$ cat src/rtl/rle_decode.sv
// Run-length decoder: reads (count, value) byte pairs over DPSRAM port A, expands
// them, packs bytes little-endian into 32-bit words and writes them to out_addr.
module rle_decode #(
    parameter int ADDR_W  = 16,
    parameter int MAX_OUT = 16383
) (
    input  logic              clk,
    input  logic              nreset,
    input  logic              start,
    input  logic [31:0]       rle_addr,
    input  logic [31:0]       rle_size,
    input  logic [31:0]       out_addr,
    output logic [31:0]       out_size,
    output logic              done,
    output logic              port_A_clk,
    output logic [31:0]       port_A_data_in,
    input  logic [31:0]       port_A_data_out,
    output logic [ADDR_W-1:0] port_A_addr,
    output logic              port_A_we
);

    typedef enum logic [2:0] {IDLE, READ, WAIT, EXPAND, WRITE, FLUSH, DONE} state_t;

    localparam logic [31:0]       MAX_OUT_W = 32'(MAX_OUT);
    localparam logic [ADDR_W-1:0] WORD_STEP = ADDR_W'(4);

    state_t            state_q, ret_q;
    logic [ADDR_W-1:0] rd_addr_q, wr_addr_q, addr_q;
    logic [30:0]       pairs_left_q;
    logic [23:0]       word_q;      // bytes 1..3 of the fetched word; byte 0 goes to run_q
    logic [7:0]        run_q;
    logic              pair_sel_q;
    logic [31:0]       pack_q, data_q, out_size_q;
    logic              done_q, we_q;

    logic [1:0]        lane;
    logic              emit, pair_end, word_end, full;
    logic [7:0]        cur_val;
    logic [31:0]       out_size_d, pack_d;
    logic [30:0]       pairs_left_d;
    state_t            after_d;

    // NOTE: every always_comb output gets a default first so no latch can be inferred.
    always_comb begin
        lane         = out_size_q[1:0];
        emit         = (run_q != 8'd0);
        cur_val      = pair_sel_q ? word_q[23:16] : word_q[7:0];
        out_size_d   = out_size_q + {31'd0, emit};
        pack_d       = pack_q;
        if (emit) begin
            pack_d[{lane, 3'b000} +: 8] = cur_val;
        end
        pair_end     = (run_q <= 8'd1);
        pairs_left_d = pairs_left_q - {30'd0, pair_end};
        word_end     = pair_end && (pair_sel_q || pairs_left_d == '0);
        full         = emit && (lane == 2'd3);
        if (out_size_d == MAX_OUT_W || (word_end && pairs_left_d == '0)) begin
            after_d = FLUSH;
        end else if (word_end) begin
            after_d = READ;
        end else begin
            after_d = EXPAND;
        end
    end

    // NOTE: sequential state uses non-blocking assignments only; reset is asynchronous.
    always_ff @(posedge clk or negedge nreset) begin
        if (!nreset) begin
            state_q      <= IDLE;
            ret_q        <= IDLE;
            rd_addr_q    <= '0;
            wr_addr_q    <= '0;
            addr_q       <= '0;
            pairs_left_q <= '0;
            word_q       <= '0;
            run_q        <= '0;
            pair_sel_q   <= 1'b0;
            pack_q       <= '0;
            data_q       <= '0;
            out_size_q   <= '0;
            done_q       <= 1'b0;
            we_q         <= 1'b0;
        end else begin
            case (state_q)
                IDLE, DONE: begin
                    if (start) begin
                        rd_addr_q    <= rle_addr[ADDR_W-1:0];
                        addr_q       <= rle_addr[ADDR_W-1:0];
                        wr_addr_q    <= out_addr[ADDR_W-1:0];
                        pairs_left_q <= rle_size[31:1];
                        out_size_q   <= '0;
                        pack_q       <= '0;
                        if (rle_size[31:1] == '0) begin
                            state_q <= DONE;
                            done_q  <= 1'b1;
                        end else begin
                            state_q <= READ;
                            done_q  <= 1'b0;
                        end
                    end
                end
                READ: begin
                    rd_addr_q <= rd_addr_q + WORD_STEP;
                    state_q   <= WAIT;
                end
                WAIT: begin
                    word_q     <= port_A_data_out[31:8];
                    run_q      <= port_A_data_out[7:0];
                    pair_sel_q <= 1'b0;
                    state_q    <= EXPAND;
                end
                EXPAND: begin
                    out_size_q   <= out_size_d;
                    pairs_left_q <= pairs_left_d;
                    if (pair_end) begin
                        pair_sel_q <= 1'b1;
                        run_q      <= word_q[15:8];
                    end else begin
                        run_q <= run_q - 8'd1;
                    end
                    if (full) begin
                        pack_q  <= '0;
                        data_q  <= pack_d;
                        addr_q  <= wr_addr_q;
                        we_q    <= 1'b1;
                        ret_q   <= after_d;
                        state_q <= WRITE;
                    end else begin
                        pack_q  <= pack_d;
                        state_q <= after_d;
                        if (after_d == READ) begin
                            addr_q <= rd_addr_q;
                        end
                        if (after_d == FLUSH) begin
                            data_q <= pack_d;
                            addr_q <= wr_addr_q;
                            we_q   <= (out_size_d[1:0] != 2'd0);
                        end
                    end
                end
                WRITE: begin
                    we_q      <= 1'b0;
                    wr_addr_q <= wr_addr_q + WORD_STEP;
                    state_q   <= ret_q;
                    if (ret_q == READ) begin
                        addr_q <= rd_addr_q;
                    end
                end
                FLUSH: begin
                    we_q    <= 1'b0;
                    done_q  <= 1'b1;
                    state_q <= DONE;
                end
                default: state_q <= IDLE;
            endcase
        end
    end

    logic unused_bits;
    assign unused_bits = ^{rle_addr[31:ADDR_W], out_addr[31:ADDR_W], rle_size[0]};

    assign port_A_clk     = clk;
    assign port_A_addr    = addr_q;
    assign port_A_data_in = data_q;
    assign port_A_we      = we_q;
    assign out_size       = out_size_q;
    assign done           = done_q;

endmodule

$ cat config.mk
export PLATFORM = sky130hd
export DESIGN_NAME = rle_decode
export DESIGN_NICKNAME = d
export VERILOG_FILES = /design/src/rtl/rle_decode.sv
export SDC_FILE = /design/constraint.sdc
export NUM_CORES = 1
export LEC_CHECK = 0
export ABC_AREA = 1
export CORE_AREA = 2 2 159 161
export CTS_CLUSTER_DIAMETER = 30
export CTS_CLUSTER_SIZE = 28
export DETAILED_ROUTE_END_ITERATION = 10
export DIE_AREA = 0 0 161 163
export PLACE_DENSITY = 0.8
export SLEW_MARGIN = 20
export SYNTH_ARGS = -nofsm -noshare
export SYNTH_HDL_FRONTEND = slang
export SYNTH_SLANG_ARGS = --single-unit
$ cat constraint.sdc
create_clock -name clk -period 4.5 [get_ports clk]
set_input_delay 0.675 -clock clk [delete_from_list [all_inputs] [get_ports clk]]
set_output_delay 0.675 -clock clk [all_outputs]
set_load 0.01 [all_outputs]
==> flow_summary.yaml, run 1 <==
status:
  status: "completed"
synthesis:
  ys_ff_latch: 216
  syn_avg_cell_area_um2: 7.300
  syn_area_um2: 12820
  syn-num-nets: 1903
  synth_edf_count: 0
  yosysSeqAreaShare_pct: 42.17
  synthCells: 1756
  yosysWarnings: 0
  synthArstFlopShare_pct: 100.0
  synth_ff_type: "dfrtp_1"
  yosysUniqueCellTypes: 45
placement:
  port-buffer-count: 180
  place.gp.congestion: 0.9391
  hpwl_mm: 27.29
global_routing:
  grt.overflow.total: 0
  grt_util_all_layers_pct: 30.09
  grt_pass1_wl_mm: 63.20
  grt_max_degree: 98
  busiest_layer: "met2"
  use_met2_pct: 47.82
  grt_pass1_vias: 12420
  antenna_found_initial: 0
  gr-usage-met1_pct: 40.34
  use_met3_pct: 5.831
power:
  power_w: 0.01109
  power.leakage_nw: 7.360
  p_sw_w: 0.004373
  p_int_w: 0.006717
  p_per_area_nw_per_um2: 659.5
  p_sw_share_pct: 39.43
  p_comb_share_pct: 36.7
  clkPwrFrac_pct: 36.3
  max-vdd-ir-drop_v: 0.0003633
  power_frac_seq_pct: 26.9
finish:
  drive_above_1_share_pct: 9.452
  n_antenna_cell: 0
  nFillCells: 2048
  syn_to_final_growth_pct: 31.19
  final_nets: 2094
clock_network:
  cts_tree: "yes"
  cts_setup_buffers: 0
  ctsHoldBuffers: 0
  path_clk_slew_ps: 50
  cts_resized: 0
  clock_latency_ps: 660
route:
  drt_pass1_iterations: 5
  num_vias: 12860
  wl_per_cell_um: 17.03
  vias_per_cell: 5.545
  drt_wl_total_mm: 39.48
  postRouteAntennaNets: 0
  drc: 0
  drt-initial-drc-count: 1177
floorplan:
  dieArea_um2: 26240
  initial_core_util_pct: 51.95
  coreArea_um2: 24670
  ios: 214
  rows: 58
  die_w_um: 161
  die_h_um: 163
sta:
  finalCritPeriodShare_pct: 93.56
  relSlewSlack_pct: 31.01
  finalSetupViolations: 0
  hold_viol: 0
  rsz0062_at_grt: "no"
  maxSlewViolCount: 0
  skew_ps: 21.10
  max_freq_mhz: 237.5
  tightest_slew_ps: 1032
  finalCriticalPeriod_ps: 4210
  tns_ps: 0
critical_path:
  r2r_end: "port_A_data_in[18]"
  critPathArrivalTime_ps: 4750
  slowest_delay_ps: 390
  crit_path_end_kind: "register"
  startpoint: "run_q[4]"
  critPathRequiredTime_ps: 5040
  r2r_slack_ps: 290
  rr_worst_depth: 20
  cp_slowest_cell: "dfrtp_1"
  crit_chain: "nor2_1, inv_1, nor4_1, nand2_1, ha_1, ha_1, inv_1, nor2_8, nand2_1, xor2_1, nand3_1, nor2_1, nand3_1, nor2_1, nand2_2, nand3_4, nand2_4, buf_12, nand2_1, o21ai_1"
  worstPathMaxFanout: 31
  startpoint_type: "register"
  crit_type: "reg -> reg"
  r2r_start: "run_q[4]"
min_path:
  min_path_type: "in -> async"
run:
  drv_cap: 0
## power groups by stage
stage / registers (W) / logic [W] / clock network, W
after floorplan: 0.00291 / 0.00279 / 0.0000183
after global placement: 0.00297 / 0.00388 / 0.0000226
final: 0.00299 / 0.00407 / 0.00403
after global routing: 0.00305 / 0.00451 / 0.00417
after CTS: 0.00297 / 0.00404 / 0.00406
after detailed placement: 0.00299 / 0.00399 / 0.0000226
## Yosys cell counts (all sizes together) (2+ instances only)
library cell,n,area [um2]
o211ai,30,225.2
clkbuf,51,191.4
xnor2,5,43.79
nor4,8,50.05
o221ai,22,192.7
nand2,482,1847
a221oi,3,26.28
o31ai,3,22.52
a21oi,59,332.8
nand3,109,600.6
nor3,33,175.2
nand4,34,212.7
a211oi,2,15.01
buf,17,121.4
xor2,22,192.7
clkinv,7,26.28
dfrtp,216,5405
inv,218,818.3
a22oi,12,90.09
o21ai,135,694.4
or2,3,18.77
mux2i,8,80.08
o311ai,2,17.52
nand3b,4,30.03
ha,16,200.2
nor2,206,877.1
o22ai,46,287.8
## layout make-up
type	count	area, um2	share of cell area (%)
multi-input cells	1247	6272	37.30
flip-flops and latches	216	5405	32.14
repair buffers	201	1974	11.74
clock buffers	76	1593	9.472
inverters	225	844.6	5.022
well taps	330	412.9	2.455
clock inverters	24	314.1	1.868
## layer usage
metal / wire length (um) / up-vias
li1: - / 6193
met1: 16860 / 6032
met2: 18130 / 531
met3: 3130 / 102
met4: 1370 / 0
met5: 0 / -
## state kept, by name, indices dropped and copies added (netlist names)
register,count
out_size,32
pack_q,32
port_A_data_in,32
pairs_left_q,31
word_q,24
port_A_addr,16
rd_addr_q,16
wr_addr_q,16
run_q,8
ret_q,3
state_q,3
done,1
pair_sel_q,1
port_A_we,1
## logic make-up (layout without fill, tap and decap cells)
kind of cell | after synthesis | after routing | synth area share (%)
AND/OR/NAND/NOR | 879 | 879 | 29.73
multiplexers | 8 | 8 | 0.6247
AO/OA/AOI/OAI | 317 | 317 | 15.04
buffers and inverters | 293 | 526 | 9.029
flip-flops | 216 | 216 | 42.17
adder cells (fa/ha/maj) | 16 | 16 | 1.562
XOR/XNOR | 27 | 27 | 1.845
## worst max path at each step
stage / depth (start not counted) / slack (ps) / end
2_1_floorplan: 25 / 680 / port_A_data_in[8]
3_3_place_gp: 21 / 480 / port_A_data_in[15]
3_5_place_dp: 21 / 390 / port_A_data_in[21]
4_1_cts: 21 / 340 / port_A_data_in[18]
5_1_grt: 20 / 40 / port_A_data_in[17]
6_report: 20 / 290 / port_A_data_in[18]
## stage by stage
| step | hold slack (ps) | cell area (um2) | util, % | cells | setup slack [ps] |
|---|---|---|---|---|---|
| 6_report | 49.63 | 16820 | 68.15 | 2319 | 289.8 |
| 5_1_grt | 117.7 | 16820 | 68.15 | 2319 | 40.23 |
| 4_1_cts | 87.54 | 16820 | 68.15 | 2319 | 338.2 |
| 3_5_place_dp | 457.8 | 14920 | 60.47 | 2220 | 392.5 |
| 3_3_place_gp | 454.1 | 14920 | 60.47 | 2220 | 476.0 |
| 2_1_floorplan | 379.4 | 12820 | - | 1756 | 678.3 |
## critical path, delay by kind of cell, from the launching register on
kind                     cells  cell delay (ps)
AO/OA/AOI/OAI                1               70
XOR/XNOR                     1              240
adder cells (fa/ha/maj)      2              540
buffers and inverters        3              520
flip-flops                   1              390
AND/OR/NAND/NOR             13             2320
## layout by cell type (no fill, tap or decap), drive strengths merged, types with 7 or more instances in the layout
cell type,instances
nand2,482
clkbuf,75
inv,220
o21ai,135
clkdlybuf4s50,179
ha,16
nor3,33
buf,23
o221ai,22
nor4,8
bufinv,7
o22ai,46
clkinv,22
nand4,34
a22oi,12
xor2,22
nor2,206
dfrtp,216
o211ai,30
mux2i,8
a21oi,59
nand3,109
No activity file was read; power rests on OpenSTA's default activity.
==> inputs of run 2 (changes only) <==
==> constraint.sdc (replaced) <==
create_clock -name clk -period 4.5 [get_ports clk]
set_input_delay 0.675 -clock clk [delete_from_list [all_inputs] [get_ports clk]]
set_output_delay 0.675 -clock clk [all_outputs]
set_load 0.02 [all_outputs]
==> results of run 2 <==
Same layout as run 1 (identical final DEF). Status: completed.
Among the figures that moved: total power 0.01109 W -> 0.01117 W; worst IR drop on VDD 0.0003633 V -> 0.0003634 V
==> inputs of run 3 (changes only) <==
--- a/config.mk
+++ b/config.mk
@@ -11,7 +11,7 @@
 export CTS_CLUSTER_SIZE = 28
 export DETAILED_ROUTE_END_ITERATION = 10
 export DIE_AREA = 0 0 161 163
-export PLACE_DENSITY = 0.8
+export PLACE_DENSITY = 0.76
 export SLEW_MARGIN = 20
 export SYNTH_ARGS = -nofsm -noshare
 export SYNTH_HDL_FRONTEND = slang
==> run 3 against run 2 <==
Die area stayed put. Power increased by 2.8%. Routed wire length decreased by 0.21%. Combinational power about the same. Sequential share of layout area down 0.30 points. Clock skew rose by 1.5 ps. Setup slack gained 110 ps. Worst hold slack better by 24 ps. First-iteration DRC count shrank 10%.
==> flow_summary.yaml, run 3 (synthesized netlist as in run 1, its figures left out) <==
clock_network:
  cts_setup_buffers: 0
  cts_resized: 0
  ctsHoldBuffers: 0
  path_clk_slew_ps: 50
  clock_latency_ps: 670
  cts_tree: "yes"
sta:
  rsz0062_at_grt: "no"
  tightest_slew_ps: 1091
  finalCriticalPeriod_ps: 4097
  finalSetupViolations: 0
  hold_viol: 0
  max_freq_mhz: 244.1
  relSlewSlack_pct: 26.58
  maxSlewViolCount: 0
  fin_ws_ps: 402.8
  skew_ps: 22.57
  finalCritPeriodShare_pct: 91.05
  tns_ps: 0
global_routing:
  grt_max_degree: 123
  grt_pass1_vias: 12500
  grt_pass1_wl_mm: 63.39
  grt.overflow.total: 0
  grt_util_all_layers_pct: 30.18
  antenna_found_initial: 2
route:
  postRouteAntennaNets: 0
  drt_wl_total_mm: 39.40
  num_vias: 12820
  vias_per_cell: 5.525
  wl_per_cell_um: 16.98
  drc: 0
  drt-initial-drc-count: 1058
  drt_pass1_iterations: 5
critical_path:
  cp_slowest_cell: "dfrtp_1"
  worstPathMaxFanout: 12
  slowest_delay_ps: 400
  crit_path_end_kind: "register"
  critPathArrivalTime_ps: 4680
  crit_type: "reg -> reg"
  r2r_slack_ps: 400
  r2r_start: "run_q[4]"
  startpoint_type: "register"
  critPathRequiredTime_ps: 5080
  cpMostUsedCell: "nand2_1"
  crit_chain: "nor2_1, inv_1, nor4_1, o21ai_0, inv_1, ha_1, ha_1, nand2_1, nor2_1, nand3_1, o21ai_1, nand2_1, nor2_1, nand2_1, nor2_1, nand3_1, nand2_1, nand2_1, nand3_4, buf_4, a21oi_1, a21oi_1"
  r2r_end: "port_A_addr[7]"
  rr_worst_depth: 22
run:
  drv_cap: 0
placement:
  hpwl_mm: 26.93
  dp_cells: 2221
  port-buffer-count: 180
  place.gp.congestion: 0.9151
  dp_slack_ps: 447.9
finish:
  syn_to_final_growth_pct: 32.42
  multi_input_area_um2: 6272
  final_nets: 2095
  regArea_um2: 5405
  finalNonFillerCells: 2321
  fin_util_pct: 68.79
  nFillCells: 2023
  final_cell_mix: "nand2_1, dfrtp_1, inv_1, clkdlybuf4s50_1, nor2_1"
  final_common_cell: "nand2_1"
  drive_above_1_share_pct: 9.452
status:
  status: "completed"
power:
  max-vdd-ir-drop_v: 0.0004439
  p_per_area_nw_per_um2: 676.1
  power_w: 0.01148
  power.leakage_nw: 7.407
floorplan:
  ios: 214
  rows: 58
  die_h_um: 163
  die_w_um: 161
  initial_core_util_pct: 51.95
  coreArea_um2: 24670
  dieArea_um2: 26240
min_path:
  min_path_type: "in -> async"
==> run 3: stage by stage <==
stage	instance area [um2]	hold WS [ps]
3_3_place_gp	14950	452.5
6_report	16970	74.06
5_1_grt	16970	157.6
3_5_place_dp	14950	458.6
2_1_floorplan	12820	379.4
4_1_cts	16970	155.9
==> run 3: worst max-delay path, delay by kind of cell, from the launching register on <==
kind | cells | cell delay [ps]
fa+ha+maj | 2 | 440
buf+inv | 3 | 510
compound gates | 4 | 730
flops | 1 | 400
simple gates | 13 | 1910
==> run 3: routing by layer <==
| metal | vias to the layer above | global-route usage (%) | share of wire [%] |
|---|---|---|---|
| met5 | - | 0 | 0 |
| met4 | 0 | 11.28 | 2.6 |
| met3 | 80 | 5.602 | 7.2 |
| met2 | 500 | 49.47 | 47 |
| met1 | 6055 | 40.10 | 43 |
| li1 | 6189 | - | - |
==> run 3: worst max-delay path by stage <==
stage                         from            endpoint  cells past startpoint
after global placement    run_q[4]  port_A_data_in[15]                     23
after CTS                 run_q[4]      port_A_addr[7]                     22
after global routing      run_q[4]      port_A_addr[8]                     22
after floorplan           run_q[4]   port_A_data_in[8]                     25
final                     run_q[4]      port_A_addr[7]                     22
after detailed placement  run_q[4]      port_A_addr[7]                     22
==> run 3: final cells by class <==
class / instances / area share [%]
multi-input cells: 1247 / 36.95
flip-flops and latches: 216 / 31.84
repair buffers: 202 / 11.82
clock buffers: 74 / 9.222
inverters: 225 / 4.976
clock inverters: 25 / 2.720
well taps: 330 / 2.433
diodes: 2 / 0.02949
==> run 3: report_power, final <==
group / switching [W] / internal (W)
registers: 0.000462 / 0.00254
clock network: 0.00124 / 0.00306
logic: 0.00282 / 0.00136
